File: src/rtl/bus_txn_pkg.sv
// Shared types and constants for the bus transaction initiator.
// Holds the FSM state encoding, the read/write direction constants, the
// default data width, and the command record held in the command queue.
package bus_txn_pkg;

   localparam int   DEFAULT_DATA_W = 8;
   localparam logic RW_WRITE       = 1'b0;
   localparam logic RW_READ        = 1'b1;

   typedef enum logic [2:0] {
      IDLE,
      REQ,
      WAIT_ACK,
      WAIT_DONE,
      RESP
   } state_t;

   // Command record at the default width; the top re-declares it at its own
   // DATA_W so a non-default width stays consistent.
   typedef struct packed {
      logic                      rw;
      logic [DEFAULT_DATA_W-1:0] wdata;
   } cmd_t;

endpackage

File: src/rtl/bus_txn_cmd_fifo.sv
// Synchronous command queue for the bus transaction initiator.
// Ports:
//   clk, rst_n      clock, asynchronous active-low reset
//   push, wdata     write an entry (ignored while full)
//   pop, rdata      rdata is the head entry; pop removes it (ignored while empty)
//   full, empty     occupancy flags
//   count           number of entries held
// DEPTH must be a power of two so the pointers wrap naturally.
module bus_txn_cmd_fifo
   import bus_txn_pkg::*;
#(
   parameter int WIDTH = DEFAULT_DATA_W + 1,
   parameter int DEPTH = 4
) (
   input  logic                     clk,
   input  logic                     rst_n,
   input  logic                     push,
   input  logic [WIDTH-1:0]         wdata,
   input  logic                     pop,
   output logic [WIDTH-1:0]         rdata,
   output logic                     full,
   output logic                     empty,
   output logic [$clog2(DEPTH):0]   count
);

   localparam int AW = $clog2(DEPTH);
   localparam logic [AW:0] FULL_CNT = (AW+1)'(DEPTH);

   logic [WIDTH-1:0] mem [DEPTH];
   logic [AW-1:0]    wr_ptr;
   logic [AW-1:0]    rd_ptr;
   logic             do_push;
   logic             do_pop;

   assign do_push = push && !full;
   assign do_pop  = pop && !empty;
   assign full    = (count == FULL_CNT);
   assign empty   = (count == '0);
   assign rdata   = mem[rd_ptr];

   always_ff @(posedge clk or negedge rst_n) begin
      if (!rst_n) begin
         wr_ptr <= '0;
         rd_ptr <= '0;
         count  <= '0;
      end else begin
         if (do_push) wr_ptr <= wr_ptr + 1'b1;
         if (do_pop)  rd_ptr <= rd_ptr + 1'b1;
         case ({do_push, do_pop})
            2'b10:   count <= count + 1'b1;
            2'b01:   count <= count - 1'b1;
            default: count <= count;
         endcase
      end
   end

   always_ff @(posedge clk) begin
      if (do_push) mem[wr_ptr] <= wdata;
   end

endmodule

File: src/rtl/bus_txn_initiator.sv
// Initiator end of the req/rw/ack/busy/done/data_valid bus protocol.
// Queues read/write commands, issues one bus transaction at a time and
// returns one response per command, in order.
// Ports:
//   clk, rst_n                          clock, asynchronous active-low reset
//   cmd_valid/ready/rw/wdata            command push interface
//   rsp_valid/ready/rw/rdata/err        response interface (held until taken)
//   bus_req/rw/wdata                    request side to the responder
//   bus_ack/busy/done/data_valid/rdata  responder side
//   idle, fifo_count                    status
// Optional feature macro: BUS_TXN_INITIATOR_TIMEOUT_EN adds a per-transaction
// watchdog of TIMEOUT_CYCLES cycles in WAIT_ACK/WAIT_DONE.
//
// state     | meaning
// ----------+-----------------------------------------------------------
// IDLE      | waiting for a queued command and bus_busy low
// REQ       | one-cycle bus_req pulse, head command on bus_rw/bus_wdata
// WAIT_ACK  | waiting for bus_ack (bus_done alone is a protocol error)
// WAIT_DONE | capturing read data, waiting for bus_done
// RESP      | response presented until rsp_ready, then head is popped
module bus_txn_initiator
   import bus_txn_pkg::*;
#(
   parameter int DATA_W         = DEFAULT_DATA_W,
   parameter int FIFO_DEPTH     = 4,
   parameter int TIMEOUT_CYCLES = 16
) (
   input  logic                         clk,
   input  logic                         rst_n,
   input  logic                         cmd_valid,
   output logic                         cmd_ready,
   input  logic                         cmd_rw,
   input  logic [DATA_W-1:0]            cmd_wdata,
   output logic                         rsp_valid,
   input  logic                         rsp_ready,
   output logic                         rsp_rw,
   output logic [DATA_W-1:0]            rsp_rdata,
   output logic                         rsp_err,
   output logic                         bus_req,
   output logic                         bus_rw,
   output logic [DATA_W-1:0]            bus_wdata,
   input  logic                         bus_ack,
   input  logic                         bus_busy,
   input  logic                         bus_done,
   input  logic                         bus_data_valid,
   input  logic [DATA_W-1:0]            bus_rdata,
   output logic                         idle,
   output logic [$clog2(FIFO_DEPTH):0]  fifo_count
);

   typedef struct packed {
      logic              rw;
      logic [DATA_W-1:0] wdata;
   } cmd_w_t;

   cmd_w_t            cmd_in;
   cmd_w_t            head;
   state_t            state;
   logic              fifo_full;
   logic              fifo_empty;
   logic              pop;
   logic              start;
   logic              waiting;
   logic              tmo;
   logic              rd_seen;
   logic [DATA_W-1:0] rd_data;
   logic              finish;
   logic              fin_err;
   logic [DATA_W-1:0] fin_rdata;

   assign cmd_in    = {cmd_rw, cmd_wdata};
   assign cmd_ready = !fifo_full;
   assign pop       = (state == RESP) && rsp_ready;
   assign start     = (state == IDLE) && !fifo_empty && !bus_busy;
   assign waiting   = (state == WAIT_ACK) || (state == WAIT_DONE);
   assign idle      = (state == IDLE) && fifo_empty;

   bus_txn_cmd_fifo #(
      .WIDTH (DATA_W + 1),
      .DEPTH (FIFO_DEPTH)
   ) u_cmd_fifo (
      .clk   (clk),
      .rst_n (rst_n),
      .push  (cmd_valid),
      .wdata (cmd_in),
      .pop   (pop),
      .rdata (head),
      .full  (fifo_full),
      .empty (fifo_empty),
      .count (fifo_count)
   );

`ifdef BUS_TXN_INITIATOR_TIMEOUT_EN
   localparam int TW = (TIMEOUT_CYCLES > 1) ? $clog2(TIMEOUT_CYCLES) : 1;
   logic [TW-1:0] tmo_cnt;

   // Down-counter loaded on REQ entry; terminal count lands exactly
   // TIMEOUT_CYCLES cycles after WAIT_ACK entry.
   always_ff @(posedge clk or negedge rst_n) begin
      if (!rst_n) begin
         tmo_cnt <= '0;
      end else if (start) begin
         tmo_cnt <= TW'(TIMEOUT_CYCLES - 1);
      end else if (waiting && (tmo_cnt != '0)) begin
         tmo_cnt <= tmo_cnt - 1'b1;
      end
   end

   assign tmo = waiting && (tmo_cnt == '0);
`else
   assign tmo = 1'b0;
`endif

   // A bus_done in the expiry cycle counts as normal completion.
   always_comb begin
      finish    = 1'b0;
      fin_err   = 1'b0;
      fin_rdata = '0;
      if (waiting && (bus_done || tmo)) begin
         finish = 1'b1;
         if (!bus_done)
            fin_err = 1'b1;
         else if ((state == WAIT_ACK) && !bus_ack)
            fin_err = 1'b1;
         else if ((bus_rw == RW_READ) && !(rd_seen || bus_data_valid))
            fin_err = 1'b1;
         if ((bus_rw == RW_READ) && !fin_err)
            fin_rdata = bus_data_valid ? bus_rdata : rd_data;
      end
   end

   always_ff @(posedge clk or negedge rst_n) begin
      if (!rst_n) begin
         state     <= IDLE;
         bus_req   <= 1'b0;
         bus_rw    <= RW_WRITE;
         bus_wdata <= '0;
         rsp_valid <= 1'b0;
         rsp_rw    <= 1'b0;
         rsp_rdata <= '0;
         rsp_err   <= 1'b0;
         rd_seen   <= 1'b0;
         rd_data   <= '0;
      end else begin
         bus_req <= 1'b0;
         if (waiting && bus_data_valid) begin
            rd_seen <= 1'b1;
            rd_data <= bus_rdata;
         end
         case (state)
            IDLE: begin
               if (start) begin
                  state     <= REQ;
                  bus_req   <= 1'b1;
                  bus_rw    <= head.rw;
                  bus_wdata <= head.wdata;
                  rd_seen   <= 1'b0;
               end
            end
            REQ: state <= WAIT_ACK;
            WAIT_ACK, WAIT_DONE: begin
               if (finish) begin
                  state     <= RESP;
                  rsp_valid <= 1'b1;
                  rsp_rw    <= bus_rw;
                  rsp_rdata <= fin_rdata;
                  rsp_err   <= fin_err;
               end else if ((state == WAIT_ACK) && bus_ack) begin
                  state <= WAIT_DONE;
               end
            end
            RESP: begin
               if (rsp_ready) begin
                  rsp_valid <= 1'b0;
                  state     <= IDLE;
               end
            end
            default: state <= IDLE;
         endcase
      end
   end

endmodule

File: config.mk
export PLATFORM = sky130hd
export DESIGN_NAME = bus_txn_initiator
export DESIGN_NICKNAME = d
export VERILOG_FILES = /design/src/rtl/bus_txn_pkg.sv /design/src/rtl/bus_txn_cmd_fifo.sv /design/src/rtl/bus_txn_initiator.sv
export SDC_FILE = /design/constraint.sdc
export NUM_CORES = 1
export LEC_CHECK = 0
export ABC_AREA = 1
export CELL_PAD_IN_SITES_DETAIL_PLACEMENT = 0
export CELL_PAD_IN_SITES_GLOBAL_PLACEMENT = 1
export CORE_ASPECT_RATIO = 2
export CORE_MARGIN = 2
export CORE_UTILIZATION = 30
export CTS_BUF_LIST = sky130_fd_sc_hd__clkbuf_2 sky130_fd_sc_hd__clkbuf_4 sky130_fd_sc_hd__clkbuf_8
export CTS_CLUSTER_DIAMETER = 80
export DETAILED_ROUTE_END_ITERATION = 8
export HOLD_SLACK_MARGIN = 0.03
export PLACE_DENSITY = 0.57
export SYNTH_ARGS = -nofsm -noshare
export SYNTH_HDL_FRONTEND = slang
export SYNTH_SLANG_ARGS = --single-unit
File: constraint.sdc
create_clock -name clk -period 2.6 [get_ports clk]
set_input_delay 0.65 -clock clk [delete_from_list [all_inputs] [get_ports clk]]
set_output_delay 0.65 -clock clk [all_outputs]
set_load 0.02 [all_outputs]
==> results.yml <==
pwr:
  p_per_area_mw_per_mm2: 1100
  p_seq_frac: 0.428
  total_power_w: 0.00450
  leakagePower_nw: 1.75
  pwr-share-clk: 0.182
  ir_drop_mv: 0.343
  p_comb_frac: 0.390
  intPower_w: 0.00275
  p_sw_w: 0.00175
  swShare: 0.388
worst_setup_path:
  reg2reg_setup_slack_ns: 0.61
  reg2regPathDepth: 9
  crit_required_ns: 1.95
  arrival_ns: 1.82
  r2r_start: "state[0]$_DFFE_PN0P_"
  worstReg2RegEnd: "u_cmd_fifo.count[2]$_DFFE_PN0P_"
  end_kind: "primary output"
  critical_path_class: "reg2out"
  cp_max_fo: 4
  start_kind: "flop"
sta:
  setup_viol: 0
  period_minus_slack_ns: 2.47
  fmax_mhz: 404
  finalCritPeriodShare: 0.952
  drv_slew: 0
  fin_tns_setup_ns: 0
  worst_pin_slew_ns: 0.916
  rsz0062_at_grt: "no"
  skew_ns: 0.0101
  worst_slack_ns: 0.125
  timing.slew.headroom: 0.389
  finalHoldViolCount: 0
clock_tree:
  cts_buffer_depth: 2
  cts_root_buf: "clkbuf_8"
  cts.sinks: 76
  cts_hold_buf: 0
  htreeDepth: 3
  cts_resized: 0
  postCtsSetupBuffers: 0
  cts_buffers: 9
  path_clk_slew_ns: 0.09
  clk_latency_ns: 0.35
  cts_tree: "done"
floorplanning:
  start_util: 0.308
  row_count: 53
  die_area_sq_mm: 0.0116
  die_w_um: 77.3
  core_sq_mm: 0.0105
  fp.dieH_um: 151
  ios: 51
yosys:
  synth_top_flop_cell: "dfrtp_1"
  synth.avg_cell_area_sq_um: 10.1
  yosysWarnings: 0
  async_reset_ff_frac: 0.526
  synth_edf_count: 36
  ys_seq_elements: 76
  ys_seq_area_frac: 0.646
  synth_area_leaders: "edfxtp_1, dfrtp_1, nand2_1, o21ai_0, nor2_1"
  synth_largest_area_cell: "edfxtp_1"
  syn_nets: 349
  yosysUniqueCellTypes: 27
  synth_area_sq_mm: 0.00322
  yosysTopAreaCellShare: 0.335
  syn_inst: 318
global_routing:
  track_usage: 0.129
  grt_pass1_vias: 2260
  antenna_found_initial: 0
  grt_start_max_net_pins: 41
  grt_overflow_total: 0
  grt_pass1_wl_um: 11400
detailed_routing:
  drc: 0
  wl_um: 6740
  routed_via_density: 4.30
  drtAntennaViolNets: 0
  firstDrtPassIters: 4
  vias: 2230
  detail_route.iter0.violations: 116
  wl_per_cell_um: 13.0
status:
  status: "finished, final reports clean"
cells_and_area:
  nNetsFinal: 408
  mostFrequentLayoutCell: "nand2_1"
  fillCellCount: 1129
  drive_gt1_frac: 0.0995
  final_cell_area_sq_mm: 0.00408
  area_delta_synth_final_pct: 26.4
  final_util: 0.389
  layout_common_cells: "nand2_1, clkdlybuf4s50_1, dfrtp_1, nor2_1, o21ai_0"
  n_antenna_cell: 0
placement:
  dpl.hpwl_um: 4930
  gp_congestion: 0.715
  place_ws_ns: 0.113
  place_area_sq_mm: 0.00389
  port_buffers: 50
hold_path:
  worstHoldPathType: "in2async"
job:
  maxCapViolations: 0
-- cell families (layout without fill, tap and decap cells) --
kind of cell    after synthesis  count (layout)  share of synthesized area
compound gates               49              49                     0.0776
xor+xnor                      4               4                     0.0109
fa+ha+maj                     6               6                     0.0256
buf+inv                      42             106                     0.0547
flops                        76              76                      0.646
simple gates                141             141                      0.185
-- how the worst max path moves through the flow --
stage                                    startpoint                         endpoint  slack [ns]  depth (start not counted)
floorplan           u_cmd_fifo.count[1]$_DFFE_PN0P_  u_cmd_fifo.count[2]$_DFFE_PN0P_        0.57                          9
global placement                          rsp_ready  u_cmd_fifo.count[2]$_DFFE_PN0P_        0.12                          9
detailed placement                        rsp_ready  u_cmd_fifo.count[2]$_DFFE_PN0P_        0.11                          9
CTS                            state[0]$_DFFE_PN0P_                             idle        0.08                          4
global route                   state[0]$_DFFE_PN0P_                             idle       0.004                          4
finish                         state[0]$_DFFE_PN0P_                             idle        0.13                          4
-- area by class of cell --
type	count	area, sq um	area share
clock inverter	7	57.6	0.0141
clock buffer	9	124	0.0304
inverter	32	120	0.0295
timing repair buffer	58	556	0.136
sequential	76	2080	0.511
tap	137	171	0.0421
multi-input combinational	200	965	0.237
-- power groups by stage --
stage	Combinational (W)	Sequential, W	Clock, W
2_1_floorplan	0.000942	0.00207	0
3_3_place_gp	0.00178	0.00195	0
3_5_place_dp	0.00180	0.00196	0
4_1_cts	0.00181	0.00193	0.000862
5_1_grt	0.00198	0.00198	0.000924
6_report	0.00175	0.00192	0.000818
-- cell usage after synthesis, types with 2 or more instances --
cell	instances
a21oi_1	2
buf_2	6
clkbuf_1	2
dfrtp_1	40
edfxtp_1	36
ha_1	5
inv_1	29
inv_2	3
nand2_1	80
nand2_2	3
nand3_1	12
nor2_1	37
nor2_2	2
nor2_4	3
o21ai_0	37
o21ai_1	8
xor2_1	3
-- registers in the layout, summed over array words and instances, names as in the netlist --
signal / count
u_cmd_fifo.wr_ptr: 2
u_cmd_fifo.mem: 36
rd_data: 8
bus_wdata: 8
state: 3
u_cmd_fifo.count: 3
rd_seen: 1
bus_req: 1
rsp_err: 1
rsp_rw: 1
u_cmd_fifo.rd_ptr: 2
bus_rw: 1
rsp_valid: 1
rsp_rdata: 8
-- metrics by stage --
step / hold slack, ns / cells
2_1_floorplan: 0.354 / 318
3_3_place_gp: 0.463 / 503
3_5_place_dp: 0.458 / 503
4_1_cts: 0.444 / 519
5_1_grt: 0.495 / 519
6_report: 0.425 / 519
-- layer usage --
layer,global-route usage,vias to the layer above,part of all wire,routed length (um)
li1,-,1147,-,-
met2,0.239,45,0.57,3850
met4,0.0616,0,0.016,107
met5,0,-,0,0
met1,0.136,1031,0.38,2530
met3,0.0300,7,0.037,251
-- worst max-delay path, cell delays in order (launching register included) --
cell and delay (ns):
dfrtp_1 0.44, nor2_2 0.20, nand2_2 0.12, nor2_1 0.11, clkdlybuf4s50_1 0.61
Power figures use the tool's default switching activity.
